File: config.mk
export PLATFORM = sky130hd
export DESIGN_NAME = fetch_ctrl
export DESIGN_NICKNAME = d
export VERILOG_FILES = /design/src/rtl/fetch_ctrl_pkg.sv /design/src/rtl/fetch_ctrl_npc.sv /design/src/rtl/fetch_ctrl.sv
export SDC_FILE = /design/constraint.sdc
export NUM_CORES = 1
export LEC_CHECK = 0
export ABC_CLOCK_PERIOD_IN_PS = 6900
export BUFFER_PORTS_ARGS = -buffer_cell sky130_fd_sc_hd__buf_2
export CORE_ASPECT_RATIO = 1.1
export CORE_UTILIZATION = 40
export CTS_CLUSTER_DIAMETER = 200
export DETAILED_ROUTE_END_ITERATION = 12
export PLACE_DENSITY_LB_ADDON = 0.25
export SETUP_SLACK_MARGIN = 0.02
export SKIP_LAST_GASP = 1
export SLEW_MARGIN = 20
export SYNTH_ARGS = -nofsm -noshare
export SYNTH_HDL_FRONTEND = slang
export SYNTH_SLANG_ARGS = --single-unit
File: constraint.sdc
create_clock -name clk -period 6.9 [get_ports clk]
set_clock_uncertainty 0.05 [all_clocks]
set_input_delay 0.69 -clock clk [delete_from_list [all_inputs] [get_ports clk]]
set_output_delay 0.69 -clock clk [all_outputs]
set_load 0.005 [all_outputs]
File: src/rtl/fetch_ctrl_pkg.sv
// Shared encodings for the instruction-fetch controller: next-PC sources, FSM states, default code base.
// No logic of its own; purely declarations and one helper.
// Imported by every fetch_ctrl file.
package fetch_ctrl_pkg;

  typedef enum logic [1:0] {
    NPC_SEQ = 2'b00,
    NPC_BR  = 2'b01,
    NPC_J   = 2'b10,
    NPC_JR  = 2'b11
  } npc_sel_e;

  typedef enum logic [1:0] {
    S_BOOT  = 2'b00,
    S_RUN   = 2'b01,
    S_HALT  = 2'b10,
    S_FAULT = 2'b11
  } state_e;

  localparam logic [31:0] PC_BASE_DEFAULT = 32'h0000_3000;

  // Branch displacement: word offset sign-extended and turned into a byte offset.
  function automatic logic [31:0] br_offset(input logic [15:0] imm);
    return {{14{imm[15]}}, imm, 2'b00};
  endfunction

endpackage

File: src/rtl/fetch_ctrl_npc.sv
// Next-PC selection and legality check against the code window.
// Latency: purely combinational.
// Backpressure: none; the caller decides whether npc is taken.
module fetch_ctrl_npc
  import fetch_ctrl_pkg::*;
#(
  parameter logic [31:0] PC_BASE = PC_BASE_DEFAULT,
  parameter int          IM_AW   = 10
) (
  input  logic [31:0] pc,
  input  logic [1:0]  npc_sel,
  input  logic        br_taken,
  input  logic [15:0] imm16,
  input  logic [25:0] imm26,
  input  logic [31:0] jr_target,
  output logic [31:0] npc,
  output logic        npc_illegal
);

  // Window size in bytes; 33 bits so a full-width window cannot overflow.
  localparam logic [32:0] WIN_BYTES = 33'd4 << IM_AW;

  logic [31:0] pc_plus4;
  logic [31:0] win_off;

  assign pc_plus4 = pc + 32'd4;

  // Pick the next PC from the requested source.
  always_comb begin
    npc = pc_plus4;
    case (npc_sel_e'(npc_sel))
      NPC_SEQ: npc = pc_plus4;
      NPC_BR:  npc = br_taken ? (pc_plus4 + br_offset(imm16)) : pc_plus4;
      NPC_J:   npc = {pc_plus4[31:28], imm26, 2'b00};
      NPC_JR:  npc = jr_target;
      default: npc = pc_plus4;
    endcase
  end

  // Offset from base wraps to a huge value when npc is below the window,
  // so a single unsigned compare covers both window edges.
  assign win_off     = npc - PC_BASE;
  assign npc_illegal = (npc[1:0] != 2'b00) || ({1'b0, win_off} >= WIN_BYTES);

endmodule

File: src/rtl/fetch_ctrl.sv
// Instruction-fetch controller: PC register, boot/run/halt/fault FSM, retired-instruction counter.
// Latency: instr is combinational from the current PC; control inputs reach the PC after 1 edge.
// Backpressure: stall holds the PC; halt and fault stop fetching until reset.
module fetch_ctrl
  import fetch_ctrl_pkg::*;
#(
  parameter logic [31:0] PC_BASE = PC_BASE_DEFAULT,
  parameter int          IM_AW   = 10
) (
  input  logic             clk,
  input  logic             rst,
  input  logic             stall,
  input  logic [1:0]       npc_sel,
  input  logic             br_taken,
  input  logic [15:0]      imm16,
  input  logic [25:0]      imm26,
  input  logic [31:0]      jr_target,
  input  logic             halt_req,
  input  logic [31:0]      im_dout,
  output logic [IM_AW-1:0] im_addr,
  output logic [31:0]      instr,
  output logic [31:0]      pc,
  output logic [31:0]      pc_plus4,
  output logic             fetch_valid,
  output logic             halted,
  output logic             fault,
  output logic [31:0]      inst_count
);

  state_e      state_q, state_d;
  logic [31:0] pc_q, pc_d;
  logic [31:0] cnt_q, cnt_d;
  logic        fv_q, fv_d;
  logic        halted_q, halted_d;
  logic        fault_q, fault_d;

  logic [31:0] npc;
  logic        npc_illegal;

  fetch_ctrl_npc #(
    .PC_BASE (PC_BASE),
    .IM_AW   (IM_AW)
  ) u_npc (
    .pc          (pc_q),
    .npc_sel     (npc_sel),
    .br_taken    (br_taken),
    .imm16       (imm16),
    .imm26       (imm26),
    .jr_target   (jr_target),
    .npc         (npc),
    .npc_illegal (npc_illegal)
  );

  // Next-state logic: one action per RUN cycle, halt beats fault beats stall.
  always_comb begin
    state_d  = state_q;
    pc_d     = pc_q;
    cnt_d    = cnt_q;
    halted_d = halted_q;
    fault_d  = fault_q;
    case (state_q)
      S_BOOT: state_d = S_RUN;
      S_RUN: begin
        if (halt_req) begin
          state_d  = S_HALT;
          halted_d = 1'b1;
        end else if (npc_illegal) begin
          state_d = S_FAULT;
          fault_d = 1'b1;
        end else if (!stall) begin
          pc_d  = npc;
          cnt_d = cnt_q + 32'd1;
        end
      end
      default: state_d = state_q;
    endcase
    fv_d = (state_d == S_RUN);
  end

  // FSM, PC and counter registers with synchronous reset back to BOOT.
  always_ff @(posedge clk) begin
    if (rst) begin
      state_q  <= S_BOOT;
      pc_q     <= PC_BASE;
      cnt_q    <= 32'd0;
      fv_q     <= 1'b0;
      halted_q <= 1'b0;
      fault_q  <= 1'b0;
    end else begin
      state_q  <= state_d;
      pc_q     <= pc_d;
      cnt_q    <= cnt_d;
      fv_q     <= fv_d;
      halted_q <= halted_d;
      fault_q  <= fault_d;
    end
  end

  assign pc          = pc_q;
  assign pc_plus4    = pc_q + 32'd4;
  assign im_addr     = pc_q[IM_AW+1:2];
  assign fetch_valid = fv_q;
  assign instr       = fv_q ? im_dout : 32'd0;
  assign halted      = halted_q;
  assign fault       = fault_q;
  assign inst_count  = cnt_q;

endmodule

* After elaboration in Yosys (flattened, before gate mapping)
Cells that the tools add are included.
Cells by class: $lt $le $gt $ge 1, divide/modulo/power cells 0, equality and inequality tests 5, bitwise operators 3, reductions and logical operators 7, shifts and indexed selects 0, mux-type cells 6, multiply operators 0, $add $sub $neg 4
Operator list (number):
- 32-bit one-hot mux with 4 select lines | 1
- 32-bit two-way mux | 2
- 32-bit by 1-bit adder with 32-bit output, second input constant | 1
- 32-bit by 3-bit adder with 32-bit output, second input constant | 1
- 32-bit adder | 1
- 32-bit by 13-bit >= comparator with 1-bit output, second input constant | 1
- 32-bit by 14-bit subtractor with 32-bit output, second input constant | 1
- 2-bit by 1-bit == test with 1-bit output, second input constant | 3
- 2-bit == test, second input constant | 2
- 2-bit logical NOT | 2
- 2-bit two-way mux | 2
- 2-bit one-hot mux with 2 select lines | 1
- 4-bit AND reduction | 1
- 1-bit inverter | 3
- 3-bit AND reduction | 1
- 2-bit AND reduction | 1
- 2-bit nonzero test | 1
- 1-bit logical OR | 1
Storage, ports and cells: memory bits (writable) 0, bits in latches 0, memories kept 0, output and inout bits 141, register bits after elaboration 69, bits in read-only memories 0

* Logic depth before layout (Yosys ltp)
Gate-level depths: netlist of run 1.
depth after elaboration 11, gate-level depth with buffers 21, depth with buffers taken out 17

* Cells and area by module
Synthesis of run 1 repeated with hierarchy kept, for this count alone.
Unflattened totals: cell total of the unflattened synthesis 1004, area, all modules 7160.6 sq um
By module, submodules not included:
- fetch_ctrl | times used 1, cells an instance 464, area an instance 3683.5 sq um, seq. area each 1381.3 sq um
- fetch_ctrl_npc | times used 1, cells an instance 540, area an instance 3477.1 sq um, seq. area each 0.0 sq um

* Worst setup path before layout of run 1
Ideal clock, no wire load.
path kind register to register, from register pc_q[2], in the netlist pc[2], to register cnt_q[29], in the netlist inst_count[29], period minus slack after synthesis 5352 ps, data arrival time 5232 ps, setup time 70 ps, required time 6780 ps, cell stages (with the launch flop) 19, path buffers 3, setup slack 1548 ps, path through dfxtp_1 > ha_1 > nand4_2 > or4_1 > xnor2_1 > ha_1 > clkbuf_1 > a21oi_1 > o21ai_0 > a31o_2 > o31ai_1 > mux2i_1 > nand2_1 > or4_1 > or4_4 > buf_6 > buf_6 > or4_1 > a21oi_1
Between the ends: cells in the longest elaborated chain, start to end 9
RTL lines:
- start: declaration | line fetch_ctrl.sv:31 | logic [31:0] pc_q, pc_d;
- start signal: assignment | line fetch_ctrl.sv:91 | pc_q <= pc_d;
- 32-bit by 3-bit adder with 32-bit output (*)
- via pc_plus4[18] | line fetch_ctrl.sv:23 | output logic [31:0] pc_plus4,
- 32-bit adder | line fetch_ctrl_npc.sv:33 | NPC_BR: npc = br_taken ? (pc_plus4 + br_offset(imm16)) : pc_plus4;
- 32-bit two-way mux | line fetch_ctrl_npc.sv:33
- 32-bit one-hot mux with 4 select lines (*) | line fetch_ctrl_npc.sv:31 | case (npc_sel_e'(npc_sel))
- 32-bit by 14-bit subtractor with 32-bit output (*) | line fetch_ctrl_npc.sv:42 | assign win_off = npc - PC_BASE;
- 32-bit by 13-bit >= comparator with 1-bit output (*) | line fetch_ctrl_npc.sv:43 | assign npc_illegal = (npc[1:0] != 2'b00) || ({1'b0, win_off} >= WIN_BYTES);
- 1-bit logical OR (*) | line fetch_ctrl_npc.sv:43
- 1-bit inverter (no source line) (*)
- 4-bit AND reduction (no source line) (*)
- end signal: assignment | line fetch_ctrl.sv:92 | cnt_q <= cnt_d;
- end: declaration | line fetch_ctrl.sv:32 | logic [31:0] cnt_q, cnt_d;
The timed path passes the listed nets; every way through them passes the cells marked *. A chain may end at the register's enable or synchronous reset.

* Worst setup path in the final report of run 1
from register pc_q[2], in the netlist pc[2], to register pc_q[19], in the netlist pc[19]
Between the ends: cells in the longest elaborated chain, start to end 9
RTL lines:
- 32-bit by 3-bit adder with 32-bit output (*) | line fetch_ctrl_npc.sv:26 | assign pc_plus4 = pc + 32'd4;
- 32-bit adder | line fetch_ctrl_npc.sv:33
- 32-bit two-way mux | line fetch_ctrl_npc.sv:33
- 32-bit one-hot mux with 4 select lines (*) | line fetch_ctrl_npc.sv:31
- 32-bit by 14-bit subtractor with 32-bit output | line fetch_ctrl_npc.sv:42
- 32-bit by 13-bit >= comparator with 1-bit output | line fetch_ctrl_npc.sv:43
- 1-bit logical OR | line fetch_ctrl_npc.sv:43
- 1-bit inverter (no source line)
- 4-bit AND reduction (no source line)
Mark *: on every way between the ends. The rest lies on a longest branch, timed or not.

==> qor.csv, run 1 <==
stage,metric,value,unit
power_and_ir_drop,Clk pwr share,41.3,%
finish,Final #Nets,1332,
synth,"FF+latch count, synth",69,
clocking,CTS tree,built,
finish,antenna fix cells,0,
routing,vias per cell,5.97,
sta,period utilization,92.3,%
finish,share of layout cells above drive strength 1,26.6,%
synth,Async SR Flop Fraction,0,%
finish,Fill cells,1787,
clocking,# Post-CTS Setup Buffers,0,
power_and_ir_drop,part of the power in registers,37.4,%
job,Max Cap Viol,0,
clocking,root buffer selected by CTS,clkbuf_16,
sta,RSZ-0062 raised after global routing,false,
global_routing,total track usage,28.0,%
synth,Syn Std Cell Area,7310,sq um
global_routing,initial antenna violation count,0,
clocking,CTS buffer count,9,
synth,synthesized area per cell,7.42,sq um
routing,TritonRoute pass-1 iters,5,
sta,Sum Neg Setup Slack,0,ns
routing,Initial DRC Count,760,
worst_setup_path,crit path launch type,flip-flop,
finish,register area,1380,sq um
worst_setup_path,crit end category,flip-flop,
sta,max-slew violations,0,
global_routing,total global routing overflow,0,
clocking,htree depth,3,
floorplan,Core Region,17800,sq um
power_and_ir_drop,Design Power,0.00109,W
routing,WL/cell,19.1,microns
synth,"Seq/Total Area, Yosys",18.9,%
finish,Multi-input gate area,5500,sq um
synth,syn_nets,1132,
synth,Mapped Cells,986,
worst_setup_path,Critical Path RT,7.02,ns
sta,final hold viol count,0,
clocking,Clock Path Buffers,2,
place,gpl congestion,0.954,
global_routing,largest net degree at the start of global routing,80,
power_and_ir_drop,PD cells,122,nW/um^2
synth,Synth Flop Type,dfxtp_1,
hold_path,Tightest Hold Check Type,reg2reg,
finish,synth-to-layout area growth,21.9,%
synth,"EDFF count, synth",0,
floorplan,die height,144,microns
finish,"commonest cells after routing, fill and taps aside","buf_2, a21oi_1, nand2_1",
power_and_ir_drop,P_sw,0.000313,W
routing,Total Wirelength,27.3,mm
finish,"most common cell after layout, fill and taps aside",buf_2,
sta,Fmax,157,MHz
worst_setup_path,Critical Path AT,6.49,ns
place,PortBufs,253,
power_and_ir_drop,switching part of the total power,28.8,%
power_and_ir_drop,combinational power share,21.3,%
floorplan,Ports,254,
worst_setup_path,worst setup path class,reg2reg,
routing,via count,8529,
global_routing,first-pass GRT wire length,40.7,mm
sta,min Tclk post-route,6.37,ns
power_and_ir_drop,VDD IR max,0.119,mV
floorplan,row count,51,
clocking,"Clk Latency, worst-skew pair",0.33,ns
clocking,Clock transition at path regs,0.06,ns
routing,DRC Markers,0,
floorplan,die width,131,microns
place,DP Wirelength,21.3,mm
sta,Max-slew headroom,20.2,%
global_routing,number of global-route vias before repair,7473,
sta,# setup viols final,0,
floorplan,total die area,18800,sq um
outcome,status,finished clean,
floorplan,Initial Util,41.1,%
synth,Ys Warns,0,
worst_setup_path,CP Max Fanout,53,
sta,Slew @ Worst Pin,1.19,ns
routing,Routed Antenna Nets,0,
clocking,# clock sinks,69,
power_and_ir_drop,static leakage,3.98,nW
synth,Cell variety after synth,84,
power_and_ir_drop,internal power,0.000775,W
-- synthesized netlist by cell type (8+ instances only) --
| cell type | count | area share [%] |
|---|---|---|
| nand2b_1 | 11 | 0.94 |
| or3_1 | 9 | 0.77 |
| and2_1 | 41 | 3.5 |
| xor2_1 | 14 | 1.7 |
| nor3_1 | 28 | 1.9 |
| clkbuf_1 | 48 | 2.5 |
| buf_4 | 12 | 1.2 |
| nand2_1 | 79 | 4.1 |
| o21ai_0 | 46 | 3.1 |
| ha_1 | 32 | 5.5 |
| and4_1 | 14 | 1.7 |
| nand4_1 | 27 | 2.3 |
| o211ai_1 | 14 | 1.4 |
| nor2b_1 | 19 | 1.6 |
| xnor2_1 | 23 | 2.8 |
| inv_1 | 19 | 0.98 |
| nor4_1 | 9 | 0.77 |
| o31ai_1 | 25 | 2.6 |
| nand3_1 | 46 | 3.1 |
| a31oi_1 | 8 | 0.68 |
| and3_1 | 17 | 1.5 |
| buf_2 | 8 | 0.55 |
| a211oi_1 | 9 | 0.92 |
| dfxtp_1 | 69 | 19 |
| nor2_1 | 73 | 3.7 |
| nor3b_1 | 22 | 2.3 |
| a21oi_1 | 89 | 6.1 |
| a21o_1 | 12 | 1.2 |
| or4_1 | 24 | 2.5 |
-- flip-flops by register name, indices dropped and copies added (netlist names) --
register,cells
inst_count,32
fault,1
fetch_valid,1
state_q,2
halted,1
pc,32
-- cell type report --
type	count	share of cell area (%)
Timing Repair Buffer	266	15.4
Sequential cell	69	15.5
Clock inverter	6	0.715
Multi-Input combinational cell	821	61.7
Clock buffer	10	2.57
Tap cell	238	3.34
Inverter	19	0.800
-- logic make-up after synthesis --
group / Yosys count / synth area share [%]
flip-flops: 69 / 18.9
multiplexers: 26 / 4.81
AND/OR/NAND/NOR: 446 / 34.5
buffers and inverters: 96 / 6.00
AO/OA/AOI/OAI: 279 / 25.6
adder cells (fa/ha/maj): 33 / 5.75
XOR/XNOR: 37 / 4.43
-- power by group through the flow --
stage          Clock (W)  Combinational, W  Sequential (W)
2_1_floorplan          0          0.000139        0.000412
5_1_grt         0.000478          0.000253        0.000408
3_3_place_gp           0          0.000226        0.000415
6_report        0.000450          0.000231        0.000407
3_5_place_dp           0          0.000226        0.000416
4_1_cts         0.000460          0.000227        0.000407
-- path summary, 6_finish.rpt --
path / startpoint / cells after the start / slack [ns] / endpoint
setup / recovery: pc[2] / 16 / 0.53 / pc[19]
hold / removal: fault / 2 / 0.42 / fault
setup reg to reg: pc[2] / 16 / 0.53 / pc[19]
hold reg to reg: fault / 2 / 0.42 / fault
-- per-layer routing --
layer / GRT usage, % / share of wire [%] / up-vias
met5: 0 / 0 / -
met2: 46.0 / 48 / 378
met1: 36.8 / 42 / 3974
li1: - / - / 4122
met4: 10.7 / 2.7 / 0
met3: 3.76 / 7.0 / 55
-- worst max-delay path, stage by stage, from the launching register on --
cell     delay, ns
dfxtp_1       0.45
ha_1          0.28
nand4_2       0.25
or4_1         0.61
xnor2_1       0.39
ha_1          0.44
a21oi_1       0.22
o21ai_0       0.20
a31o_2        0.30
o31ai_1       0.63
mux2i_1       0.27
nand2_1       0.06
or4_1         0.57
or4_4         0.76
nor2_1        0.37
buf_4         0.28
nor3b_1       0.08
-- metrics by stage --
| stage | utilization (%) | area, sq um | setup WS [ns] | instances | hold slack [ns] |
|---|---|---|---|---|---|
| after floorplan | - | 7310 | 1.55 | 986 | 0.392 |
| after global placement | 48.5 | 8630 | 0.612 | 1413 | 0.402 |
| after detailed placement | 48.5 | 8630 | 0.558 | 1413 | 0.413 |
| after CTS | 50.1 | 8920 | 0.534 | 1429 | 0.424 |
| after global routing | 50.1 | 8920 | 0.188 | 1429 | 0.462 |
| final | 50.1 | 8920 | 0.533 | 1429 | 0.419 |
-- what timing repair did --
action | CTS | global route
resized for setup | 0 | 1
hold buffers | 0 | 0
endpoints found under the setup margin | 0 | 7
(Power assumes the default switching activity.)
==> inputs of run 2 (changes only) <==
--- a/config.mk
+++ b/config.mk
@@ -14,7 +14,7 @@
 export PLACE_DENSITY_LB_ADDON = 0.25
 export SETUP_SLACK_MARGIN = 0.02
 export SKIP_LAST_GASP = 1
-export SLEW_MARGIN = 20
+export SLEW_MARGIN = 30
 export SYNTH_ARGS = -nofsm -noshare
 export SYNTH_HDL_FRONTEND = slang
 export SYNTH_SLANG_ARGS = --single-unit
==> constraint.sdc (replaced) <==
create_clock -name clk -period 6.9 [get_ports clk]
set_clock_uncertainty 0.05 [all_clocks]
set_input_delay 0.69 -clock clk [delete_from_list [all_inputs] [get_ports clk]]
set_output_delay 0.69 -clock clk [all_outputs]
set_load 0.02 [all_outputs]
==> qor.csv, run 2 (synthesis results as in run 1) <==
stage,metric,value,unit
outcome,status,finished clean,
sta,RSZ-0062 raised after global routing,false,
routing,TritonRoute pass-1 iters,5,
global_routing,first-pass GRT wire length,40.5,mm
worst_setup_path,FF-to-FF path depth,16,
routing,via count,8571,
worst_setup_path,cell family with most CP delay,simple AND/OR/NAND/NOR gates,
finish,Final #Nets,1332,
job,Max Cap Viol,0,
finish,"commonest cells after routing, fill and taps aside","buf_2, a21oi_1, nand2_1",
sta,period utilization,93.4,%
clocking,# Post-CTS Setup Buffers,0,
worst_setup_path,R2R Path End,pc[1],
sta,Slew @ Worst Pin,0.857,ns
power_and_ir_drop,static leakage,3.99,nW
clocking,Clock transition at path regs,0.06,ns
sta,setup ws final,0.457,ns
worst_setup_path,worst setup path class,reg2reg,
sta,# setup viols final,0,
worst_setup_path,worst setup path end,pc[1],
routing,Initial DRC Count,703,
floorplan,row count,51,
power_and_ir_drop,PD cells,125,nW/um^2
power_and_ir_drop,VDD IR max,0.154,mV
worst_setup_path,Crit-path slowest cell,or4_4,
routing,Routed Antenna Nets,0,
finish,non-filler cells in the finished layout,1429,
sta,min Tclk post-route,6.44,ns
place,Placed Cells,1413,
routing,Total Wirelength,27.4,mm
finish,antenna fix cells,0,
clocking,htree depth,3,
clocking,post_cts resized,0,
sta,Sum Neg Setup Slack,0,ns
worst_setup_path,cells along the critical path,"ha_1, nand4_2, or4_1, xnor2_1, ha_1, a21oi_1, o21ai_0, a31o_2, o31ai_1, mux2i_1, nand2_1, or4_1, or4_4, nor2_1, buf_4, nor3b_1",
clocking,CTS tree,built,
worst_setup_path,RR Startpoint,pc[2],
worst_setup_path,delay of the slowest critical-path stage,0.75,ns
clocking,root buffer selected by CTS,clkbuf_16,
global_routing,initial antenna violation count,0,
floorplan,die width,131,microns
floorplan,die height,144,microns
floorplan,Ports,254,
global_routing,total global routing overflow,0,
floorplan,total die area,18800,sq um
worst_setup_path,CP Buf/Inv Count,1,
place,PortBufs,253,
finish,Fill cells,1797,
sta,max-slew violations,0,
clocking,Clock Path Buffers,2,
worst_setup_path,crit path launch type,flip-flop,
worst_setup_path,Critical Path AT,6.57,ns
global_routing,total track usage,27.9,%
worst_setup_path,crit path launch,pc[2],
hold_path,Tightest Hold Check Type,reg2reg,
finish,utilization after layout,50.2,%
worst_setup_path,internal reg-to-reg setup slack,0.46,ns
floorplan,Initial Util,41.1,%
place,DP Wirelength,21.3,mm
sta,final hold viol count,0,
floorplan,Core Region,17800,sq um
worst_setup_path,Stages on worst setup path,16,
clocking,# clock sinks,69,
finish,synth-to-layout area growth,22.3,%
worst_setup_path,crit end category,flip-flop,
clocking,# hold bufs at CTS,0,
global_routing,largest net degree at the start of global routing,80,
worst_setup_path,CP Max Fanout,53,
global_routing,number of global-route vias before repair,7421,
sta,Max-slew headroom,42.1,%
clocking,CTS buffer count,9,
routing,WL/cell,19.1,microns
routing,DRC Markers,0,
power_and_ir_drop,Design Power,0.00112,W
routing,vias per cell,6.00,
place,post-place setup slack,0.525,ns
finish,"most common cell after layout, fill and taps aside",buf_2,
place,gpl congestion,0.954,
finish,share of layout cells above drive strength 1,26.8,%
clocking,"Clk Latency, worst-skew pair",0.33,ns
worst_setup_path,Critical Path RT,7.02,ns
sta,Fmax,155,MHz
## run 2: changes by cell type in the layout (fill, tap and decap cells not counted)
cell / change
clkbuf_1: -1
clkbuf_8: +1
clkinv_2: -2
clkinv_4: +1
inv_6: +1
nor3_1: -1
nor3_2: +1
## run 2: layout make-up
class | instances | area [sq um] | share of cell area [%]
clock buffer | 10 | 239 | 2.67
timing repair buffer | 266 | 1380 | 15.4
multi-input combinational | 821 | 5510 | 61.6
inverter | 19 | 71.3 | 0.798
clock inverter | 6 | 71.3 | 0.798
tap | 238 | 298 | 3.33
sequential | 69 | 1380 | 15.4
## run 2: tightest hold or removal path, delay by kind of cell (launching register included)
kind / cells / cell delay (ns)
AO/OA/AOI/OAI: 1 / 0.05
buffers and inverters: 1 / 0.05
flip-flops: 1 / 0.32
## run 2: report_power, final
group / internal, W / switching (W) / leakage (nW)
logic: 0.0000951 / 0.000152 / 3.28
clock network: 0.000292 / 0.000172 / 0.145
registers: 0.000401 / 0.00000594 / 0.557
## run 2: metrics by stage
stage	hold slack (ns)	cell area [sq um]
floorplan	0.432	7310
global placement	0.402	8630
detailed placement	0.411	8630
CTS	0.428	8940
global route	0.464	8940
finish	0.423	8940
## run 2: worst min-delay path by stage
stage / startpoint / end / slack (ns) / cells past startpoint
after detailed placement: fault / fault / 0.41 / 2
after global placement: halted / halted / 0.40 / 2
after CTS: fault / fault / 0.43 / 2
after global routing: fault / fault / 0.46 / 2
after floorplan: state_q[0] / state_q[1] / 0.43 / 2
final: fault / fault / 0.42 / 2
## run 2: metal layers
layer | global-route usage [%] | up-vias | part of all wire, %
li1 | - | 4124 | -
met1 | 36.6 | 4031 | 43
met2 | 46.6 | 370 | 48
met3 | 4.02 | 46 | 6.8
met4 | 9.26 | 0 | 2.3
met5 | 0 | - | 0
